### src/rtl/sm83_pkg.sv
// Shared types and constants for the SM83 memory-bus blocks.
// Holds the bus word types, the OAM DMA state encoding and the fixed
// addresses the bus arbiter decodes.
package sm83_pkg;

    typedef logic [15:0] addr_t;
    typedef logic [7:0]  data_t;

    typedef enum logic [1:0] {
        IDLE   = 2'd0,
        START  = 2'd1,
        ACTIVE = 2'd2
    } dma_state_t;

    localparam addr_t DMA_REG_ADDR = 16'hFF46;
    localparam addr_t OAM_BASE     = 16'hFE00;
    localparam addr_t HRAM_LO      = 16'hFF80;
    localparam addr_t HRAM_HI      = 16'hFFFE;

    // True when an address falls in high RAM, which is never locked out.
    function automatic logic is_hram(input addr_t a);
        return (a >= HRAM_LO) && (a <= HRAM_HI);
    endfunction

    // Sources at or above 0xE0 alias the work-RAM echo, so bit 5 is dropped.
    function automatic data_t clamp_src(input data_t s);
        return (s >= 8'hE0) ? (s & 8'hDF) : s;
    endfunction

endpackage

### src/rtl/sm83_bus_arbiter_oam_dma_seq.sv
// OAM DMA sequencer: FF46 source latch, IDLE/START/ACTIVE FSM, byte slot and
// byte index counters, and the one-cycle completion pulse.
// Optional build macro SM83_DMA_RESTART_EN: when defined, an FF46 write while
// a transfer is pending or running restarts it from the new source; when
// undefined, such a write only updates the readback value.
module oam_dma_seq
    import sm83_pkg::*;
#(
    parameter int CYCLES_PER_BYTE = 1,
    parameter int OAM_LEN         = 160
) (
    input  logic       clk,
    input  logic       rst,
    input  logic       reg_wen,
    input  data_t      reg_wdata,
    output data_t      dma_src,
    output data_t      src_eff,
    output logic [7:0] idx,
    output logic       dma_active,
    output logic       xfer_wen,
    output logic       dma_done
);

    localparam logic [2:0] SLOT_LAST = 3'(CYCLES_PER_BYTE - 1);
    localparam logic [7:0] IDX_LAST  = 8'(OAM_LEN - 1);

    dma_state_t state_q, state_d;
    logic [7:0] idx_q, idx_d;
    logic [2:0] slot_q, slot_d;
    data_t      dma_src_q, dma_src_d;
    data_t      src_cap_q, src_cap_d;
    logic       dma_done_q, dma_done_d;

    // State register: every sequencer flop, cleared by synchronous reset.
    always_ff @(posedge clk) begin
        if (rst) begin
            state_q    <= IDLE;
            idx_q      <= 8'h00;
            slot_q     <= 3'd0;
            dma_src_q  <= 8'h00;
            src_cap_q  <= 8'h00;
            dma_done_q <= 1'b0;
        end else begin
            state_q    <= state_d;
            idx_q      <= idx_d;
            slot_q     <= slot_d;
            dma_src_q  <= dma_src_d;
            src_cap_q  <= src_cap_d;
            dma_done_q <= dma_done_d;
        end
    end

    // Next-state logic: FSM transitions, counter stepping and source capture.
    always_comb begin
        state_d    = state_q;
        idx_d      = idx_q;
        slot_d     = slot_q;
        dma_src_d  = dma_src_q;
        src_cap_d  = src_cap_q;
        dma_done_d = 1'b0;

        // FF46 readback always tracks the last value written.
        if (reg_wen) begin
            dma_src_d = reg_wdata;
        end

        case (state_q)
            IDLE: begin
                if (reg_wen) begin
                    state_d   = START;
                    src_cap_d = clamp_src(reg_wdata);
                end
            end
            START: begin
                state_d = ACTIVE;
                idx_d   = 8'h00;
                slot_d  = 3'd0;
            end
            ACTIVE: begin
                if (slot_q == SLOT_LAST) begin
                    slot_d = 3'd0;
                    if (idx_q == IDX_LAST) begin
                        state_d    = IDLE;
                        idx_d      = 8'h00;
                        dma_done_d = 1'b1;
                    end else begin
                        idx_d = idx_q + 8'd1;
                    end
                end else begin
                    slot_d = slot_q + 3'd1;
                end
            end
            default: begin
                state_d = IDLE;
            end
        endcase

`ifdef SM83_DMA_RESTART_EN
        // A new FF46 write abandons the current transfer without a done pulse.
        if (reg_wen && (state_q != IDLE)) begin
            state_d    = START;
            src_cap_d  = clamp_src(reg_wdata);
            idx_d      = 8'h00;
            slot_d     = 3'd0;
            dma_done_d = 1'b0;
        end
`endif
    end

    // Outputs: bus ownership, per-byte write strobe and registered status.
    always_comb begin
        dma_active = (state_q == ACTIVE);
        xfer_wen   = (state_q == ACTIVE) && (slot_q == 3'd0);
        dma_src    = dma_src_q;
        src_eff    = src_cap_q;
        idx        = idx_q;
        dma_done   = dma_done_q;
    end

endmodule

### src/rtl/sm83_bus_arbiter.sv
// SM83 bus arbiter: sits between the core bus and system memory, owns the
// FF46 OAM DMA register and hands the memory ports to the DMA sequencer
// while a copy runs. HRAM always has its own port and stays CPU-reachable.
// Optional build macro SM83_DMA_RESTART_EN (see oam_dma_seq).
module sm83_bus_arbiter
    import sm83_pkg::*;
#(
    parameter int CYCLES_PER_BYTE = 1,
    parameter int OAM_LEN         = 160
) (
    input  logic        clk,
    input  logic        rst,
    input  logic [15:0] cpu_r_addr,
    input  logic [15:0] cpu_w_addr,
    input  logic [7:0]  cpu_w_data,
    input  logic        cpu_w_wen,
    output logic [7:0]  cpu_r_data,
    output logic [15:0] mem_r_addr,
    input  logic [7:0]  mem_r_data,
    output logic [15:0] mem_w_addr,
    output logic [7:0]  mem_w_data,
    output logic        mem_w_wen,
    output logic [6:0]  hram_r_addr,
    input  logic [7:0]  hram_r_data,
    output logic [6:0]  hram_w_addr,
    output logic [7:0]  hram_w_data,
    output logic        hram_w_wen,
    output logic        dma_active,
    output logic        dma_done
);

    logic       r_is_hram, r_is_reg, w_is_hram, w_is_reg, reg_wen;
    data_t      dma_src, src_eff;
    logic [7:0] idx;
    logic       xfer_wen;

    // Address decode for the CPU read and write ports.
    always_comb begin
        r_is_hram = is_hram(cpu_r_addr);
        r_is_reg  = (cpu_r_addr == DMA_REG_ADDR);
        w_is_hram = is_hram(cpu_w_addr);
        w_is_reg  = (cpu_w_addr == DMA_REG_ADDR);
        reg_wen   = cpu_w_wen && w_is_reg;
    end

    oam_dma_seq #(
        .CYCLES_PER_BYTE (CYCLES_PER_BYTE),
        .OAM_LEN         (OAM_LEN)
    ) u_seq (
        .clk        (clk),
        .rst        (rst),
        .reg_wen    (reg_wen),
        .reg_wdata  (cpu_w_data),
        .dma_src    (dma_src),
        .src_eff    (src_eff),
        .idx        (idx),
        .dma_active (dma_active),
        .xfer_wen   (xfer_wen),
        .dma_done   (dma_done)
    );

    // Port muxing: DMA owns mem while active; HRAM and FF46 bypass mem always.
    always_comb begin
        hram_r_addr = cpu_r_addr[6:0];
        hram_w_addr = cpu_w_addr[6:0];
        hram_w_data = cpu_w_data;
        hram_w_wen  = cpu_w_wen && w_is_hram;

        if (r_is_hram) begin
            cpu_r_data = hram_r_data;
        end else if (r_is_reg) begin
            cpu_r_data = dma_src;
        end else if (dma_active) begin
            cpu_r_data = 8'hFF;
        end else begin
            cpu_r_data = mem_r_data;
        end

        if (dma_active) begin
            mem_r_addr = {src_eff, idx};
            mem_w_addr = OAM_BASE + {8'h00, idx};
            mem_w_data = mem_r_data;
            mem_w_wen  = xfer_wen;
        end else begin
            mem_r_addr = cpu_r_addr;
            mem_w_addr = cpu_w_addr;
            mem_w_data = cpu_w_data;
            mem_w_wen  = cpu_w_wen && !w_is_hram && !w_is_reg;
        end
    end

endmodule

### config.mk
export PLATFORM = sky130hd
export DESIGN_NAME = sm83_bus_arbiter
export DESIGN_NICKNAME = d
export VERILOG_FILES = /design/src/rtl/sm83_pkg.sv /design/src/rtl/sm83_bus_arbiter_oam_dma_seq.sv /design/src/rtl/sm83_bus_arbiter.sv
export SDC_FILE = /design/constraint.sdc
export NUM_CORES = 1
export LEC_CHECK = 0
export BUFFER_PORTS_ARGS = -buffer_cell sky130_fd_sc_hd__buf_2
export CAP_MARGIN = 5
export CORE_MARGIN = 2
export CORE_UTILIZATION = 45
export DETAILED_ROUTE_END_ITERATION = 16
export PLACE_DENSITY = 0.91
export SETUP_SLACK_MARGIN = 0.4
export SLEW_MARGIN = 20
export SYNTH_ARGS = -nofsm -noshare
export SYNTH_HDL_FRONTEND = slang
export SYNTH_HIERARCHICAL = 1
export SYNTH_SLANG_ARGS = --single-unit
### constraint.sdc
create_clock -name clk -period 2.76 [get_ports clk]
set_input_delay 0.414 -clock clk [delete_from_list [all_inputs] [get_ports clk]]
set_output_delay 0.414 -clock clk [all_outputs]
set_load 0.05 [all_outputs]
==> reports/qor_table.md, run 1 <==
| Quantity | Reported |
|:---|:---|
| Result of the run | completed |
| Clock tree root driver cell | sky130_fd_sc_hd__clkbuf_8 |
| Number of top-level design ports | 133 |
| Global-route wire length before repair | 11100 microns |
| Number of remaining DRC errors | 0 |
| Total detailed-routing wirelength | 6720 microns |
| Total number of placement rows | 26 |
| CTS Buf Count | 5 |
| Fillers | 429 |
| Crit Path Max Fanout | 8 |
| Max Freq | 387 MHz |
| Critical path startpoint | cpu_r_addr[5] |
| Flops & latches, synth | 30 |
| Post-synthesis area per instance | 7.80 sq um |
| Global route overflow | 0 |
| Internal power | 710 uW |
| Final slew viol count | 0 |
| Length of the first detailed-routing pass in iterations | 4 |
| Sw Ratio | 38.2% |
| Count of endpoints failing setup in the final report | 0 |
| Maximum count of clock buffers along a single path | 2 |
| RD Place Congestion | 0.802 |
| Maximum capacitance violations | 0 |
| Area share of and/or/nand/nor cells after synthesis | 22.3% |
| Detailed Place HPWL | 5050 microns |
| Kind of path behind the tightest hold check | in -> reg |
| Nets | 475 |
| Seq pwr share | 37.7% |
| Detailed-route via count | 2509 |
| Syn. warnings | 6 |
| Total negative setup slack | 0 ps |
| Via/cell ratio | 5.24 |
| Dominant cell type by area after synthesis | sky130_fd_sc_hd__dfxtp_1 |
| Peak supply drop | 0.000217 V |
| Largest family of logic cells by synthesized area | simple AND/OR/NAND/NOR gates |
| Pin count of the biggest net entering global routing | 37 |
| Most common cell in the netlist | sky130_fd_sc_hd__inv_1 |
| Maximum level of the CTS H-tree | 2 |
| Number of antenna-violating nets in the routed design | 0 |
| Switching pwr | 439 uW |
| Power density over cell area | 373 nW/um^2 |
| Post-synthesis instance area | 2330 sq um |
| Die span in x | 76.0 microns |
| Final Hold Viols | 0 |
| Worst Min Path Start | cpu_w_data[1] |
| Synthesized-area fraction occupied by xor and xnor cells | 0% |
| Kind of start point of the critical path | input pin |
| Share of total power in the clock network | 29.1% |
| Crit path kind | in -> out |
| Synth top area cells | sky130_fd_sc_hd__dfxtp_1, sky130_fd_sc_hd__mux2_2, sky130_fd_sc_hd__mux2i_1 |
| Aggregate global-route resource usage | 23.5% |
| Most instantiated cells after synthesis | sky130_fd_sc_hd__inv_1, sky130_fd_sc_hd__dfxtp_1, sky130_fd_sc_hd__nor2_1, sky130_fd_sc_hd__mux2_2, sky130_fd_sc_hd__nand2_1 |
| Floorplan die height | 76.0 microns |
| Total inserted antenna cells | 0 |
| Worst Path Arrival | 2170 ps |
| Initial cell density of the core | 46.2% |
| Placed Cells | 471 |
| Vias in the first global route | 2421 |
| Worst Slack Setup Final | 178 ps |
| Core outline area | 5040 sq um |
| Synthesized Nets | 365 |
| Port Buffers | 132 |
| Number of distinct library cells after synthesis | 40 |
| DR iter-0 viols | 179 |
| Relative area change from synthesis to final layout | 32.2% |
| Worst R2R Start | u_seq/state_q[0] |
| Proportion of netlist area held by the largest area contributor | 25.8% |
| RSZ-0062 raised after global routing | yes |
| Clock period minus final worst setup slack | 2580 ps |
| Worst Clk Skew | 4.24 ps |
| Worst Max-Slew Pin Slew | 557 ps |
| Clock transition at the register clock pins on the worst setup and hold paths after CTS | 60 ps |
| Number of sinks on the clock net | 30 |
| Number of instances in the synthesized netlist | 299 |
| Layout Cells excl Fill | 479 |
| Comb pwr share | 33.3% |
| Insertion delay to the later sink of the worst-skew pair | 290 ps |
| DP Worst Slack | 97.2 ps |
| Post-synthesis sequential area ratio | 25.8% |
| Average detailed-routed wire length per instance | 14.0 microns |
| Layout cells sized above 1 | 44.7% |
| Multiplexer share of the synthesized area | 19.8% |
| Synth Area in Compound Gates | 12.8% |
| Leak Pwr | 0.00146 uW |
| Die ar. | 5770 sq um |
| TritonCTS clock tree | done |
| Number of antenna violations at the first check in global routing | 0 |
| Post-route clock period utilization | 93.6% |
| Synth async-reset ratio | 0% |
| Post-Synth Adder-Cell Area | 3.76% |
| Required time at the worst-slack endpoint | 2350 ps |
| Top flip-flop cell by instance count after synthesis | sky130_fd_sc_hd__dfxtp_1 |
| Critical path endpoint category | primary output |
| Rel. slew slack | 62.9% |
| Number of flops mapped to enable cells by yosys | 0 |
layout make-up:
type,count,area [sq um],area share (%)
well taps,70,87.6,2.84
clock inverters,2,10.0,0.325
repair buffers,138,779,25.3
inverters,34,133,4.30
clock buffers,5,68.8,2.23
flip-flops and latches,30,601,19.5
multi-input cells,200,1400,45.5
path summary, 6_finish.rpt:
check / cells after the start / endpoint / slack [ps]
setup reg to reg: 8 / u_seq/idx[3] / 820
setup / recovery: 7 / cpu_r_data[2] / 180
hold / removal: 3 / u_seq/dma_src[1] / 430
hold reg to reg: 2 / u_seq/src_eff[2] / 470
metrics by stage:
step	hold WS, ps	area [sq um]	util (%)	power [uW]
final	426	3080	61.1	1150
after global routing	435	3080	61.1	1190
after CTS	424	3070	61.0	1150
after detailed placement	455	2920	57.9	810
after global placement	438	2920	57.9	804
after floorplan	428	2360	-	723
per-layer routing:
layer  global-route usage (%)  routed length [microns]  vias up
li1                         -                        -     1221
met1                     25.3                     2560     1144
met2                     44.2                     3550      128
met3                     4.74                      459       16
met4                     10.4                      152        0
met5                        0                        0        -
sequential cells by signal, summed over array words and instances, names as in the netlist:
| name | flops |
|---|---|
| u_seq/dma_src | 8 |
| u_seq/idx | 8 |
| u_seq/src_eff | 8 |
| u_seq/slot_q | 3 |
| u_seq/state_q | 2 |
| u_seq/dma_done | 1 |
what timing repair did:
item,CTS,global route
gates cloned,0,0
gates resized for setup,20,2
hold buffers,0,0
setup endpoints to repair,8,9
pin swaps,0,0
buffers inserted,1,0
logic make-up (layout without fill, tap and decap cells):
logic type	count (synthesis)	in the layout
DFF	30	30
adders and majority gates	7	7
AOI/OAI and AO/OA	49	49
and+or+nand+nor	101	101
buffers and inverters	69	179
muxes	43	43
power groups by stage:
stage,clock [uW],combinational [uW],sequential (uW)
after floorplan,0,280,443
after global placement,0,362,443
after detailed placement,0,367,443
after CTS,337,381,433
after global routing,363,399,433
final,334,382,433
worst max-delay path: stages:
cell and delay, ps:
sky130_fd_sc_hd__buf_6 90, sky130_fd_sc_hd__or4_1 520, sky130_fd_sc_hd__or4_4 420, sky130_fd_sc_hd__buf_6 160
sky130_fd_sc_hd__mux2i_1 130, sky130_fd_sc_hd__mux2_4 270, sky130_fd_sc_hd__buf_6 150
placed cells by master, fill, tap and decap left out, types with 4 or more instances in the layout:
cell | netlist | final
sky130_fd_sc_hd__buf_2 | 2 | 122
sky130_fd_sc_hd__inv_1 | 33 | 33
sky130_fd_sc_hd__dfxtp_1 | 30 | 30
sky130_fd_sc_hd__nor2_1 | 27 | 27
sky130_fd_sc_hd__nand2_1 | 23 | 23
sky130_fd_sc_hd__mux2i_1 | 19 | 19
sky130_fd_sc_hd__o21ai_1 | 0 | 16
sky130_fd_sc_hd__mux2_2 | 24 | 16
sky130_fd_sc_hd__a21oi_1 | 15 | 15
sky130_fd_sc_hd__nand3_1 | 11 | 11
sky130_fd_sc_hd__buf_6 | 2 | 11
sky130_fd_sc_hd__nand4_1 | 9 | 9
sky130_fd_sc_hd__mux2_4 | 0 | 8
sky130_fd_sc_hd__or2_2 | 7 | 7
sky130_fd_sc_hd__ha_1 | 7 | 6
sky130_fd_sc_hd__clkbuf_8 | 0 | 5
sky130_fd_sc_hd__o21ai_0 | 21 | 5
sky130_fd_sc_hd__buf_4 | 22 | 4
sky130_fd_sc_hd__nand2b_1 | 4 | 4
(Power assumes the default switching activity.)
==> run 2: changes to the inputs <==
PLACE_DENSITY = 0.9   (was 0.91)
SETUP_SLACK_MARGIN = 0.1   (was 0.4)
SYNTH_HIERARCHICAL = not set   (was 1)
==> run 2 against run 1 <==
  * First-iteration DRC count decreased by 11%
  * Sequential power hardly changed
  * Largest cell class unchanged
  * Maximum frequency shrank 2.6%
  * Critical path type unchanged
==> reports/qor_table.md, run 2 <==
| Quantity | Reported | Delta |
|:---|:---|:---|
| Power density over cell area | 400 nW/um^2 | +7.3% |
| Max Freq | 377 MHz | -2.6% |
| Internal power | 830 uW | +17% |
| Share of total power in the clock network | 35.4% | +6.3 points |
| Most instantiated cells after synthesis | sky130_fd_sc_hd__dfxtp_1, sky130_fd_sc_hd__inv_1, sky130_fd_sc_hd__o21ai_0, sky130_fd_sc_hd__a21oi_1, sky130_fd_sc_hd__mux2_2 |  |
| Post-route clock period utilization | 96.1% | +2.5 points |
| Syn. warnings | 0 | -6 |
| Final slew viol count | 0 | unchanged |
| Switching pwr | 447 uW | +1.8% |
| Crit Path Max Fanout | 8 | unchanged |
| Clock transition at the register clock pins on the worst setup and hold paths after CTS | 70 ps | about the same |
| Length of the first detailed-routing pass in iterations | 4 | unchanged |
| Total negative setup slack | 0 ps | unchanged |
| Synth async-reset ratio | 0% | unchanged |
| Required time at the worst-slack endpoint | 2350 ps | about the same |
| Clock tree root driver cell | sky130_fd_sc_hd__clkbuf_8 |  |
| Initial cell density of the core | 46.7% | +0.44 points |
| Number of antenna-violating nets in the routed design | 0 | unchanged |
| Synthesized Nets | 377 | +3.3% |
| Number of remaining DRC errors | 0 | unchanged |
| Number of top-level design ports | 133 | unchanged |
| Clock period minus final worst setup slack | 2650 ps | +70.0 ps |
| Crit path kind | in -> out |  |
| DR iter-0 viols | 160 | -11% |
| Nets | 483 | +1.7% |
| Commonest cells after routing, fill and taps aside | sky130_fd_sc_hd__buf_2, sky130_fd_sc_hd__inv_1, sky130_fd_sc_hd__dfxtp_1, sky130_fd_sc_hd__a21oi_1, sky130_fd_sc_hd__mux2_2 |  |
| Peak supply drop | 0.000220 V | +1.2% |
| Global route overflow | 0 | unchanged |
| Sw Ratio | 35.0% | -3.2 points |
| Core outline area | 5140 sq um | +1.9% |
| Flops & latches, synth | 30 | unchanged |
| Layout cells sized above 1 | 46.0% | +1.3 points |
| Vias in the first global route | 2498 | +3.2% |
| Via/cell ratio | 5.50 | +5.0% |
| Detailed Place HPWL | 5580 microns | +10% |
| Total detailed-routing wirelength | 7400 microns | +10% |
| Number of instances in the synthesized netlist | 311 | +4.0% |
| Total number of placement rows | 26 | unchanged |
| Aggregate global-route resource usage | 23.4% | -0.10 points |
| Global-route wire length before repair | 11400 microns | +2.7% |
| Leak Pwr | 0.00145 uW | -1.1% |
| Port Buffers | 132 | unchanged |
| Leading cell type in the layout, fill and taps excluded | sky130_fd_sc_hd__buf_2 |  |
| Detailed-route via count | 2678 | +6.7% |
| Kind of path behind the tightest hold check | in -> reg |  |
| RSZ-0062 raised after global routing | yes |  |
| Count of endpoints failing setup in the final report | 0 | unchanged |
| Number of antenna violations at the first check in global routing | 0 | unchanged |
| TritonCTS clock tree | done |  |
| Dominant cell type by area after synthesis | sky130_fd_sc_hd__dfxtp_1 |  |
| Synth top area cells | sky130_fd_sc_hd__dfxtp_1, sky130_fd_sc_hd__mux2_2, sky130_fd_sc_hd__buf_4 |  |
| Kind of start point of the critical path | input pin |  |
| Top flip-flop cell by instance count after synthesis | sky130_fd_sc_hd__dfxtp_1 |  |
| CTS Buf Count | 5 | unchanged |
| Average detailed-routed wire length per instance | 15.2 microns | +8.4% |
| Final hold slack | 418 ps | -8.00 ps |
| Relative area change from synthesis to final layout | 33.0% |  |
| Result of the run | completed |  |
| Post-synthesis sequential area ratio | 25.0% | -0.73 points |
| Total inserted antenna cells | 0 | unchanged |
| Maximum level of the CTS H-tree | 2 | unchanged |
| Proportion of netlist area held by the largest area contributor | 25.0% | -0.73 points |
| Number of sinks on the clock net | 30 | unchanged |
| Critical path endpoint category | primary output |  |
| Post-synthesis area per instance | 7.71 sq um | -1.1% |
| Number of flops mapped to enable cells by yosys | 0 | unchanged |
| Number of distinct library cells after synthesis | 44 | +10% |
| Worst-case register-to-register setup slack | 880 ps | +60 ps |
| Worst Max-Slew Pin Slew | 543 ps | -13.6 ps |
| Final Hold Viols | 0 | unchanged |
| Floorplan die height | 77.0 microns | +1.4% |
| Pin count of the biggest net entering global routing | 33 | -11% |
| Comb pwr share | 30.7% | -2.6 points |
| Maximum capacitance violations | 0 | unchanged |
| Worst Clk Skew | 7.78 ps | +3.55 ps |
| Post-synthesis instance area | 2400 sq um | +2.9% |
| Worst reg2reg path depth | 6 | -2 |
| Worst Path Arrival | 2240 ps | +70 ps |
| Die ar. | 5930 sq um | +2.7% |
| Seq pwr share | 33.9% | -3.8 points |
| Hold Path Depth | 3 | unchanged |
| Die span in x | 77.0 microns | +1.4% |
| Rel. slew slack | 63.8% | +0.91 points |
| Insertion delay to the later sink of the worst-skew pair | 280 ps | about the same |
| RD Place Congestion | 0.938 | +17% |
| Maximum count of clock buffers along a single path | 2 | unchanged |
==> run 2: layout make-up <==
cell class / instances / area, sq um
sequential: 30 / 601
timing repair buffer: 139 / 785
multi-input combinational: 209 / 1490
clock buffer: 6 / 82.6
inverter: 32 / 120
fill: 455 / 1950
tap: 70 / 87.6
clock inverter: 1 / 30.0
==> run 2: power groups by stage <==
stage	clock network, uW	registers [uW]	logic, uW
after global routing	472	433	409
after CTS	453	433	385
after floorplan	0	443	284
final	451	433	392
after global placement	0	443	371
after detailed placement	0	443	377
==> run 2: final timing paths <==
path                                        from                to
worst max-delay path               cpu_r_addr[3]     cpu_r_data[6]
worst min-delay path               cpu_w_data[4]  u_seq.dma_src[4]
worst max register to register  u_seq.state_q[1]  u_seq.state_q[0]
worst min register to register  u_seq.src_eff[1]  u_seq.src_eff[1]
==> run 2: cell families (layout without fill, tap and decap cells) <==
kind of cell               count (synthesis)  in the layout  synth area share, %
adders and majority gates                  7              7                 3.65
muxes                                     35             35                 15.9
buffers and inverters                     72            178                 15.0
and+or+nand+nor                           93             93                 21.5
DFF                                       30             30                 25.0
AOI/OAI and AO/OA                         71             71                 17.8
xor gates and xnor gates                   3              3                 1.10
==> run 2: routing by layer <==
metal  vias to the layer above  global-route usage [%]  wire length, microns
li1                       1286                       -                     -
met1                      1228                    27.4                  2840
met2                       144                    42.6                  3750
met3                        20                    4.12                   606
met4                         0                    8.04                   204
met5                         -                       0                     0
==> run 2: what timing repair did <==
action,in CTS,in global routing
cloned,0,0
buffers inserted,0,0
resized for setup,16,10
setup endpoints to repair,8,8
hold buffers,0,0
==> run 2: metrics by stage <==
step	power [uW]	cells	setup slack (ps)	instance area (sq um)	util (%)
global route	1310	487	90.0	3190	62.1
finish	1280	487	108	3190	62.1
CTS	1270	487	103	3150	61.4
global placement	814	480	35.2	2990	58.2
floorplan	727	311	153	2430	-
detailed placement	819	480	5.88	2990	58.2
==> run 2: critical path: stages <==
cell                      delay [ps]
sky130_fd_sc_hd__buf_2           120
sky130_fd_sc_hd__or4_4           520
sky130_fd_sc_hd__or4_4           440
sky130_fd_sc_hd__buf_8           170
sky130_fd_sc_hd__mux2i_1         130
sky130_fd_sc_hd__mux2_4          280
sky130_fd_sc_hd__buf_8           150
